[config.mk]
export PLATFORM = sky130hd
export DESIGN_NAME = decoder_rr_arbiter_flat
export DESIGN_NICKNAME = d
export VERILOG_FILES = /design/src/rtl/decoder_rr_arbiter_if.sv /design/src/rtl/decoder_rr_arbiter.sv /design/src/flat_wrapper.sv
export SDC_FILE = /design/constraint.sdc
export NUM_CORES = 1
export LEC_CHECK = 0
export ABC_AREA = 1
export CORE_MARGIN = 2
export CORE_UTILIZATION = 54
export DETAILED_ROUTE_END_ITERATION = 10
export GPL_ROUTABILITY_DRIVEN = 0
export PLACE_DENSITY = 0.92
export SLEW_MARGIN = 20
export SYNTH_ARGS = -nofsm -noshare
export SYNTH_HDL_FRONTEND = slang
export SYNTH_SLANG_ARGS = --single-unit
[constraint.sdc]
create_clock -name clk -period 2.73 [get_ports clk]
set_input_delay 0.546 -clock clk [delete_from_list [all_inputs] [get_ports clk]]
set_output_delay 0.546 -clock clk [all_outputs]
set_load 0.005 [all_outputs]
[src/rtl/decoder_rr_arbiter_if.sv]
// Request/grant bundle between requesters (master) and the decoder arbiter (slave).
interface decoder_rr_arbiter_if;
    logic [7:0] req;
    logic [2:0] grant_idx;
    logic       grant_en;
    logic [7:0] grant_onehot;
    logic       busy;

    modport master (output req, input grant_idx, grant_en, grant_onehot, busy);
    modport slave  (input req, output grant_idx, grant_en, grant_onehot, busy);
endinterface

[src/rtl/decoder_rr_arbiter.sv]
// Round-robin arbiter driving a shared enable-gated 3-to-8 decoder, with bounded hold.
// Optional ARB_TURNAROUND_EN inserts one dead GAP cycle after every release.
module decoder_rr_arbiter #(
    parameter int MAX_HOLD = 4,
    parameter int CNT_W    = 4
) (
    input  logic                  clk,
    input  logic                  rst_n,
    decoder_rr_arbiter_if.slave   bus
);

    typedef enum logic [1:0] {
        IDLE,
        GRANT
`ifdef ARB_TURNAROUND_EN
        , GAP
`endif
    } state_t;

    state_t           state;
    logic [2:0]       grant_idx;
    logic             grant_en;
    logic [2:0]       last_idx;
    logic [CNT_W-1:0] hold_cnt;

    logic             win_vld;
    logic [2:0]       win_idx;
    logic             release_now;

    // Search starts just past the last winner; the base itself is checked last,
    // so a sole requester that timed out is picked again.
    always_comb begin
        logic [2:0] cand;
        win_vld = 1'b0;
        win_idx = '0;
        cand    = '0;
        for (int k = 1; k <= 8; k++) begin
            cand = last_idx + 3'(k);
            if (!win_vld && bus.req[cand]) begin
                win_vld = 1'b1;
                win_idx = cand;
            end
        end
    end

    // A drop and a timeout in the same cycle collapse into one release.
    assign release_now = !bus.req[grant_idx] || (hold_cnt == CNT_W'(MAX_HOLD - 1));

    always_ff @(posedge clk or negedge rst_n) begin
        if (!rst_n) begin
            state     <= IDLE;
            grant_idx <= '0;
            grant_en  <= 1'b0;
            last_idx  <= 3'd7;
            hold_cnt  <= '0;
        end else begin
            case (state)
                IDLE: begin
                    if (win_vld) begin
                        state     <= GRANT;
                        grant_idx <= win_idx;
                        grant_en  <= 1'b1;
                        last_idx  <= win_idx;
                        hold_cnt  <= '0;
                    end
                end
                GRANT: begin
                    if (release_now) begin
`ifdef ARB_TURNAROUND_EN
                        state    <= GAP;
                        grant_en <= 1'b0;
`else
                        if (win_vld) begin
                            grant_idx <= win_idx;
                            last_idx  <= win_idx;
                            hold_cnt  <= '0;
                        end else begin
                            state    <= IDLE;
                            grant_en <= 1'b0;
                        end
`endif
                    end else begin
                        hold_cnt <= hold_cnt + 1'b1;
                    end
                end
`ifdef ARB_TURNAROUND_EN
                GAP: begin
                    if (win_vld) begin
                        state     <= GRANT;
                        grant_idx <= win_idx;
                        grant_en  <= 1'b1;
                        last_idx  <= win_idx;
                        hold_cnt  <= '0;
                    end else begin
                        state <= IDLE;
                    end
                end
`endif
                default: state <= IDLE;
            endcase
        end
    end

    for (genvar g = 0; g < 8; g++) begin : g_dec
        assign bus.grant_onehot[g] = grant_en && (grant_idx == 3'(g));
    end

    assign bus.grant_idx = grant_idx;
    assign bus.grant_en  = grant_en;
    assign bus.busy      = (state != IDLE);

endmodule

[src/flat_wrapper.sv]
// flat-port wrapper written by rule: the top's interface ports become plain ports
module decoder_rr_arbiter_flat 
#(
    parameter int MAX_HOLD = 4,
    parameter int CNT_W    = 4
)
  (clk, rst_n, bus_req, bus_grant_idx, bus_grant_en, bus_grant_onehot, bus_busy);
  decoder_rr_arbiter_if bus_i ();
  input  logic clk;
  input  logic rst_n;
  input wire logic [$bits(bus_i.req)-1:0] bus_req;
  output wire logic [$bits(bus_i.grant_idx)-1:0] bus_grant_idx;
  output wire logic [$bits(bus_i.grant_en)-1:0] bus_grant_en;
  output wire logic [$bits(bus_i.grant_onehot)-1:0] bus_grant_onehot;
  output wire logic [$bits(bus_i.busy)-1:0] bus_busy;
  assign bus_i.req = bus_req;
  assign bus_grant_idx = bus_i.grant_idx;
  assign bus_grant_en = bus_i.grant_en;
  assign bus_grant_onehot = bus_i.grant_onehot;
  assign bus_busy = bus_i.busy;
  decoder_rr_arbiter #(.MAX_HOLD(MAX_HOLD), .CNT_W(CNT_W)) u_core (.clk(clk), .rst_n(rst_n), .bus(bus_i));
endmodule
---- After elaboration in Yosys (flattened, before gate mapping) ----
Cells that the tools add are included.
word-level totals
  word-level logic and storage cells ...... 116
  input bits .............................. 10
  register bits after elaboration ......... 13
operators by class
  reductions and logical operators ........ 31
  equality and inequality tests ........... 12
  muxes and demuxes ....................... 51
  add/subtract/negate cells ............... 8
  order comparisons ....................... 9
operators with widths
  cell                   number
  $lt A3 B4 Y1 const B   9
  $mux W3                12
  $bmux W1 S3            9
  $mux W1                20
  $logic_and A1 B1 Y1    15
  $add A3 B3 Y3 const B  4
  $eq A3 B3 Y1 const B   4
  $pmux W3 S2            2
  $logic_not A1 Y1       8
  $mux W4                2
  $pmux W4 S2            1
  $add A3 B2 Y3 const B  2
  $eq A3 B2 Y1 const B   2
  $mux W2                3
  $add A4 B1 Y4 const B  1
  $eq A4 B2 Y1 const B   1
  $ne A2 B1 Y1 const B   2
  $pmux W2 S2            1
  $reduce_and A4 Y1      1
  $reduce_bool A2 Y1     2
  $add A3 B1 Y3 const B  1
  $eq A3 B1 Y1 const B   1
  $logic_not A3 Y1       1
  $reduce_and A3 Y1      1
  other kinds (6)        6

---- Logic depth before layout (Yosys ltp) ----
Gate-level depths: netlist of run 1.
  word-level depth ........................ 28
  mapped depth ............................ 17

---- Least setup slack after synthesis of run 1 ----
Ideal clock, no wire load.
  kind .................................... reg2reg
  from .................................... register u_core.last_idx[0]
  to ...................................... register u_core.grant_idx[1] (netlist: u_core.bus.grant_idx[1])
  period minus slack after synthesis ...... 2.280 ns
  setup slack ............................. 0.450 ns
  stages on the path, launching flop included .. 16
  data arrival time ....................... 2.162 ns
  setup time .............................. 0.118 ns
  required time ........................... 2.612 ns
  buffers on the path ..................... 1
  cell sequence ........................... dfstp_2 > inv_2 > ha_1 > buf_4 > inv_2 > nand3_2 > nand3_4 > nand2_4 > nor2_8 > nand4_4 > nor2_8 > nand3_4 > nand2_8 > nor2_2 > nand2_1 > nand2_1
on the way
  longest elaborated chain between the ends .. 28
  elaborated cells between the ends (all ways) .. 56
  classes of those cells .................. add/sub: 7; mux: 35; reduce/logical: 14
RTL lines
  what                                line                                                RTL
  start: declaration                  decoder_rr_arbiter.sv:23                            logic [2:0] last_idx;
  start signal: assignment            decoder_rr_arbiter.sv:63                            last_idx <= win_idx;
  start signal: assignment            decoder_rr_arbiter.sv:75                            last_idx <= win_idx;
  $add A3 B1 Y3                       decoder_rr_arbiter.sv:38                            cand = last_idx + 3'(k);
  $bmux W1 S3                         decoder_rr_arbiter.sv:39                            if (!win_vld && bus.req[cand]) begin
  $mux W1 (not written as such)       decoder_rr_arbiter.sv:39
  $mux W1                             decoder_rr_arbiter.sv:39
  $logic_not A1 Y1                    decoder_rr_arbiter.sv:39
  $logic_and A1 B1 Y1                 decoder_rr_arbiter.sv:39
  $mux W1                             decoder_rr_arbiter.sv:39
  $logic_not A1 Y1                    decoder_rr_arbiter.sv:39
  (+12 left out)                      n/a
  $logic_and A1 B1 Y1                 decoder_rr_arbiter.sv:39
  $mux W1                             decoder_rr_arbiter.sv:39
  $logic_not A1 Y1                    decoder_rr_arbiter.sv:39
  $logic_and A1 B1 Y1                 decoder_rr_arbiter.sv:39
  $mux W3 or $mux W1 (tied branches)  decoder_rr_arbiter.sv:39
  $mux W3 (*)                         decoder_rr_arbiter.sv:59, decoder_rr_arbiter.sv:73
  $mux W3                             decoder_rr_arbiter.sv:68                            if (release_now) begin
  $pmux W3 S2 (*)                     decoder_rr_arbiter.sv:57                            case (state)
  end signal: assignment              decoder_rr_arbiter.sv:61                            grant_idx <= win_idx;
  end signal: assignment              decoder_rr_arbiter.sv:74                            grant_idx <= win_idx;
  end: declaration                    decoder_rr_arbiter.sv:21                            logic [2:0] grant_idx;
Mark *: on every way between the ends. The rest lies on a longest branch, timed or not. The select of a mux whose other input is x is not followed.
A chain may end at the register's enable or synchronous reset.

---- Worst setup path after layout of run 1 ----
  from .................................... register u_core.last_idx[0]
  to ...................................... register u_core.grant_idx[2] (netlist: u_core.bus.grant_idx[2])
Same word-level chain as after synthesis.

==> run metrics, run 1 <==
status=complete, no violations; RSZ-0062 raised after global routing=false; mapped cell area=1410 sq um; DR WL/cell=12.4 microns; asr flop ratio synth=100%; Hold Buf Count CTS=0; sequential-to-total area share from yosys stat=19.8%; HPWL Detailed=2.77 mm; crit end category=register; Area Overhead vs Synth=18.8%; Cells after Synth=214; Tmin final=2440 ps; main combinational cell family by area after synthesis=simple AND/OR/NAND/NOR gates; relative max-transition margin=68.0%; commonest cells in the synthesized netlist=69 x nand2_1, 34 x nand3_1, 22 x nor2_1; TritonRoute pass-1 iters=4; # DRC=0; vias per inst=5.47; # Post-CTS Setup Buffers=0; f_max=410 MHz; vias in the first global route=1,301; fill cell count=216; clk_skew=0.598 ps; Detailed Route Iter0 Violations=49; TritonCTS sink count=11; clk buf depth=2; R2R depth=14; antenna violations before repair=0; Initial Utilization=57.0%; first-pass GRT wire length=5.42 mm; R2R Path End=u_core.bus.grant_idx[2]$_DFFE_PN0P_; hold depth=2; Slew @ Worst Pin=479 ps; Worst-Skew Late Latency=260 ps; ys flop type=dfrtp_1; WS Path Type=register to register; GRT overflow=0; via count=1,465; IO Pins=23; adder-cell area share of the yosys netlist=2.66%; EDFF count, synth=0; crit path DAT=2590 ps; Worst Hold Class=register to register; H-tree levels=1; flops & latches, synth=11; crit path max fanout=9; Antenna Violating Nets Remaining=0; total wire length=3.31 mm; TritonCTS buffer count=3; TNS Setup=0 ps; Chip Width=55.1 microns; CTS tree=yes; mux share of post-synthesis cell area=0%; num rows=18; n_diodes=0; Yosys top cell area share=18.3%; root buf cell=clkbuf_4; layout cells sized above 1=17.6%; Total GRT Usage=24.5%; Final #Nets=252; hold endpoint=u_core.hold_cnt[1]$_DFF_PN0_; Yosys Warn Count=0; leading area contributor after synthesis=nand2_1; CP Launch Point=u_core.last_idx[0]$_DFFE_PN1P_; Hold Vio Cnt, Final=0; compound-cell area share of the yosys netlist=5.85%; ratio of final minimum period to clock period=89.3%; Hold Startpoint=u_core.hold_cnt[1]$_DFF_PN0_; Core ar.=2480 sq um; syn avg cell area=6.60 sq um; CP startpoint kind=register; PostCTS Resize Cnt=0; R2R setup slack=290 ps; die area=3040 sq um; CP Data Required Time=2880 ps; Unique masters post-synth=32; Die Ht=55.1 microns; final-report setup violation count=0; post-synthesis net count=227; max-cap check violation count=0; largest net degree at the start of global routing=14; clock-pin slew on the worst setup and hold paths=70 ps; RR Startpoint=u_core.last_idx[0]$_DFFE_PN1P_; top-count cell post-synth=nand2_1; simple-gate share of the synthesized area=58.6%; fin. max-slew vios=0; Synth area leaders=nand2_1 18%, dfrtp_1 14%, nand3_1 12%; PortBufs=22; Post-Synth XOR/XNOR Area=3.81%
## flip-flops by register name, indices dropped and copies added (netlist names)
name                  flops
u_core.bus.grant_idx      3
u_core.hold_cnt           4
u_core.state              1
u_core.last_idx           3
## routing by layer
metal / global-route usage, % / wire length (microns) / vias up
li1: - / - / 746
met1: 32.1 / 1550 / 676
met2: 44.0 / 1610 / 41
met3: 2.15 / 140 / 2
met4: 4.47 / 13 / 0
met5: 0 / 0 / -
## cell type report
cell class / count / area (sq um) / area share [%]
clock buffer: 4 / 26.3 / 1.57
inverter: 24 / 90.1 / 5.37
multi-input combinational: 174 / 1000 / 59.7
sequential: 11 / 279 / 16.6
tap: 30 / 37.5 / 2.24
timing repair buffer: 25 / 243 / 14.5
## metrics by stage
| step | hold WS (ps) | instance area, sq um | cells | util (%) | setup WS [ps] |
|---|---|---|---|---|---|
| 5_1_grt | 584 | 1680 | 268 | 67.7 | 86.7 |
| 4_1_cts | 513 | 1680 | 268 | 67.7 | 306 |
| 3_5_place_dp | 496 | 1650 | 264 | 66.7 | 309 |
| 3_3_place_gp | 502 | 1650 | 264 | 66.7 | 330 |
| 6_report | 518 | 1680 | 268 | 67.7 | 291 |
| 2_1_floorplan | 250 | 1410 | 214 | - | 450 |
## how the worst max path moves through the flow
stage / slack, ps / endpoint
floorplan: 450 / u_core.bus.grant_idx[1]$_DFFE_PN0P_
global placement: 330 / u_core.bus.grant_idx[1]$_DFFE_PN0P_
detailed placement: 310 / u_core.bus.grant_idx[1]$_DFFE_PN0P_
CTS: 310 / u_core.bus.grant_idx[2]$_DFFE_PN0P_
global route: 90 / u_core.bus.grant_idx[1]$_DFFE_PN0P_
finish: 290 / u_core.bus.grant_idx[2]$_DFFE_PN0P_
## layout by cell type, fill, tap and decap left out, types with 2 or more instances in the layout
cell / count
ha_1: 3
nor2_8: 2
nand2_1: 69
o21ai_0: 3
a22oi_1: 2
inv_1: 19
dfstp_2: 3
nand4_1: 4
clkdlybuf4s50_1: 22
nand2_4: 3
nand3_4: 2
nor2_1: 22
nand2_2: 5
xor2_1: 2
inv_2: 5
dfrtp_1: 8
o2111ai_1: 2
nand3_2: 7
buf_4: 3
clkbuf_4: 3
nor2_2: 3
nand3_1: 34
## kinds of logic (layout without fill, tap and decap cells)
logic type | count (synthesis) | count (layout)
compound gates | 11 | 11
simple gates | 156 | 156
xor+xnor | 4 | 4
fa+ha+maj | 3 | 3
buf+inv | 29 | 53
flops | 11 | 11
## critical path: stages (launching register included)
cell and delay (ps):
dfstp_2 530, inv_2 80, ha_1 410, inv_2 160
nand3_2 130, nand3_1 110, nand2_1 100, inv_2 100
nand4_4 140, nor2_8 150, nand3_2 110, nor2_1 140
nor2_2 50, nand2_2 50, nand2_1 60
Power of run 1 is not shown: default switching activity piles up to over one toggle a cycle in this logic, so the estimate is an artifact.
==> inputs of run 2 (changes only) <==
--- a/config.mk
+++ b/config.mk
@@ -6,11 +6,14 @@
 export NUM_CORES = 1
 export LEC_CHECK = 0
 export ABC_AREA = 1
+export CAP_MARGIN = 25
 export CORE_MARGIN = 2
 export CORE_UTILIZATION = 54
 export DETAILED_ROUTE_END_ITERATION = 10
 export GPL_ROUTABILITY_DRIVEN = 0
+export HOLD_SLACK_MARGIN = 0.08
 export PLACE_DENSITY = 0.92
+export REMOVE_ABC_BUFFERS = 1
 export SLEW_MARGIN = 20
 export SYNTH_ARGS = -nofsm -noshare
 export SYNTH_HDL_FRONTEND = slang
==> run metrics, run 2 (synthesized netlist as in run 1, its figures left out) <==
status=complete, no violations; PortBufs=22; TNS Setup=0 ps; Worst-Skew Late Latency=280 ps; TritonRoute pass-1 iters=4; relative max-transition margin=69.4%; hold depth=1; Core ar.=2480 sq um; vias per inst=5.29; R2R Path End=u_core.bus.grant_idx[1]$_DFFE_PN0P_; num rows=18; fill cell count=232; Core Util, Final=67.8%; WHS=539 ps; total wire length=3.33 mm; via count=1,419; Slew @ Worst Pin=457 ps; vias in the first global route=1,262; f_max=414 MHz; n_diodes=0; Total GRT Usage=24.0%; Top reg by flops=u_core.hold_cnt; Die Ht=55.1 microns; Detailed Route Iter0 Violations=69; # DRC=0; H-tree levels=1; fin. max-slew vios=0; die area=3040 sq um; HPWL Detailed=2.78 mm; RR Startpoint=u_core.last_idx[0]$_DFFE_PN1P_; crit path DAT=2590 ps; Hold Startpoint=u_core.hold_cnt[0]$_DFF_PN0_; R2R setup slack=310 ps; IO Pins=23; GRT overflow=0; crit path max fanout=10; Hold Buf Count CTS=0; CTS tree=yes; Area Overhead vs Synth=18.9%; largest net degree at the start of global routing=14; Placement Setup Slack=311 ps; ratio of final minimum period to clock period=88.6%; root buf cell=clkbuf_4; Multi-input gate area=1000 sq um; RSZ-0062 raised after global routing=false; register area=279 sq um; WS Path Type=register to register; TritonCTS sink count=11; Hold Vio Cnt, Final=0; first-pass GRT wire length=5.20 mm; clk buf depth=2; CP startpoint kind=register; layout cells sized above 1=18.1%; antenna violations before repair=0; TritonCTS buffer count=3; final-report setup violation count=0; crit end category=register; Final #Nets=252; commonest non-fill, non-tap cell in the layout=nand2_1; max reg flops=4; max-cap check violation count=0; clock-pin slew on the worst setup and hold paths=70 ps; # Post-CTS Setup Buffers=0; Chip Width=55.1 microns; Initial Utilization=57.0%; Worst Hold Class=register to register; commonest cells after routing, fill and taps aside=69 x nand2_1, 34 x nand3_1, 22 x nor2_1, 22 x clkdlybuf4s50_1, 19 x inv_1; clk_skew=4.78 ps; R2R depth=14; CP Data Required Time=2900 ps; DR WL/cell=12.4 microns; PnR worst setup slack=312 ps; hold endpoint=u_core.hold_cnt[0]$_DFF_PN0_; PostCTS Resize Cnt=0; Antenna Violating Nets Remaining=0; Tmin final=2420 ps; largest registers=u_core.hold_cnt x4, u_core.bus.grant_idx x3, u_core.last_idx x3
run 2: area by class of cell:
cell class                 instances  area share (%)
clock buffer                       3            1.34
clock inverter                     1           0.298
timing repair buffer              25            14.5
sequential                        11            16.6
multi-input combinational        174            59.7
inverter                          24            5.37
tap                               30            2.24
run 2: worst max path at each step:
| stage | startpoint | end | slack [ps] | cells after the start |
|---|---|---|---|---|
| 2_1_floorplan | u_core.last_idx[0]$_DFFE_PN1P_ | u_core.bus.grant_idx[1]$_DFFE_PN0P_ | 330 | 14 |
| 3_3_place_gp | bus_req[6] | u_core.bus.grant_idx[1]$_DFFE_PN0P_ | 330 | 13 |
| 3_5_place_dp | bus_req[6] | u_core.bus.grant_idx[1]$_DFFE_PN0P_ | 310 | 13 |
| 4_1_cts | u_core.last_idx[0]$_DFFE_PN1P_ | u_core.bus.grant_idx[1]$_DFFE_PN0P_ | 310 | 14 |
| 5_1_grt | u_core.last_idx[0]$_DFFE_PN1P_ | u_core.bus.grant_idx[1]$_DFFE_PN0P_ | 150 | 14 |
| 6_report | u_core.last_idx[0]$_DFFE_PN1P_ | u_core.bus.grant_idx[1]$_DFFE_PN0P_ | 310 | 14 |
run 2: per-stage QoR:
| step | cells | instance area, sq um |
|---|---|---|
| floorplan | 209 | 1370 |
| global placement | 264 | 1650 |
| detailed placement | 264 | 1650 |
| CTS | 268 | 1680 |
| global route | 268 | 1680 |
| finish | 268 | 1680 |
run 2: routing by layer:
layer	GRT usage (%)	vias to the layer above	share of wire (%)
li1	-	747	-
met1	31.1	636	46
met3	2.15	2	4.2
met4	5.28	0	0.78
met2	43.1	34	49
met5	0	-	0
run 2: critical path, cell delays in order (launching register included):
cell and delay (ps):
dfstp_2 540, inv_2 70, ha_1 410, inv_2 150, nand3_2 120, nand3_1 110, nand2_1 100, inv_2 100
nand4_4 140, nor2_8 150, nand3_4 110, nand2_8 120, nor2_2 50, nand2_1 80, nand2_1 50
Power of run 2 is left out for the same reason.
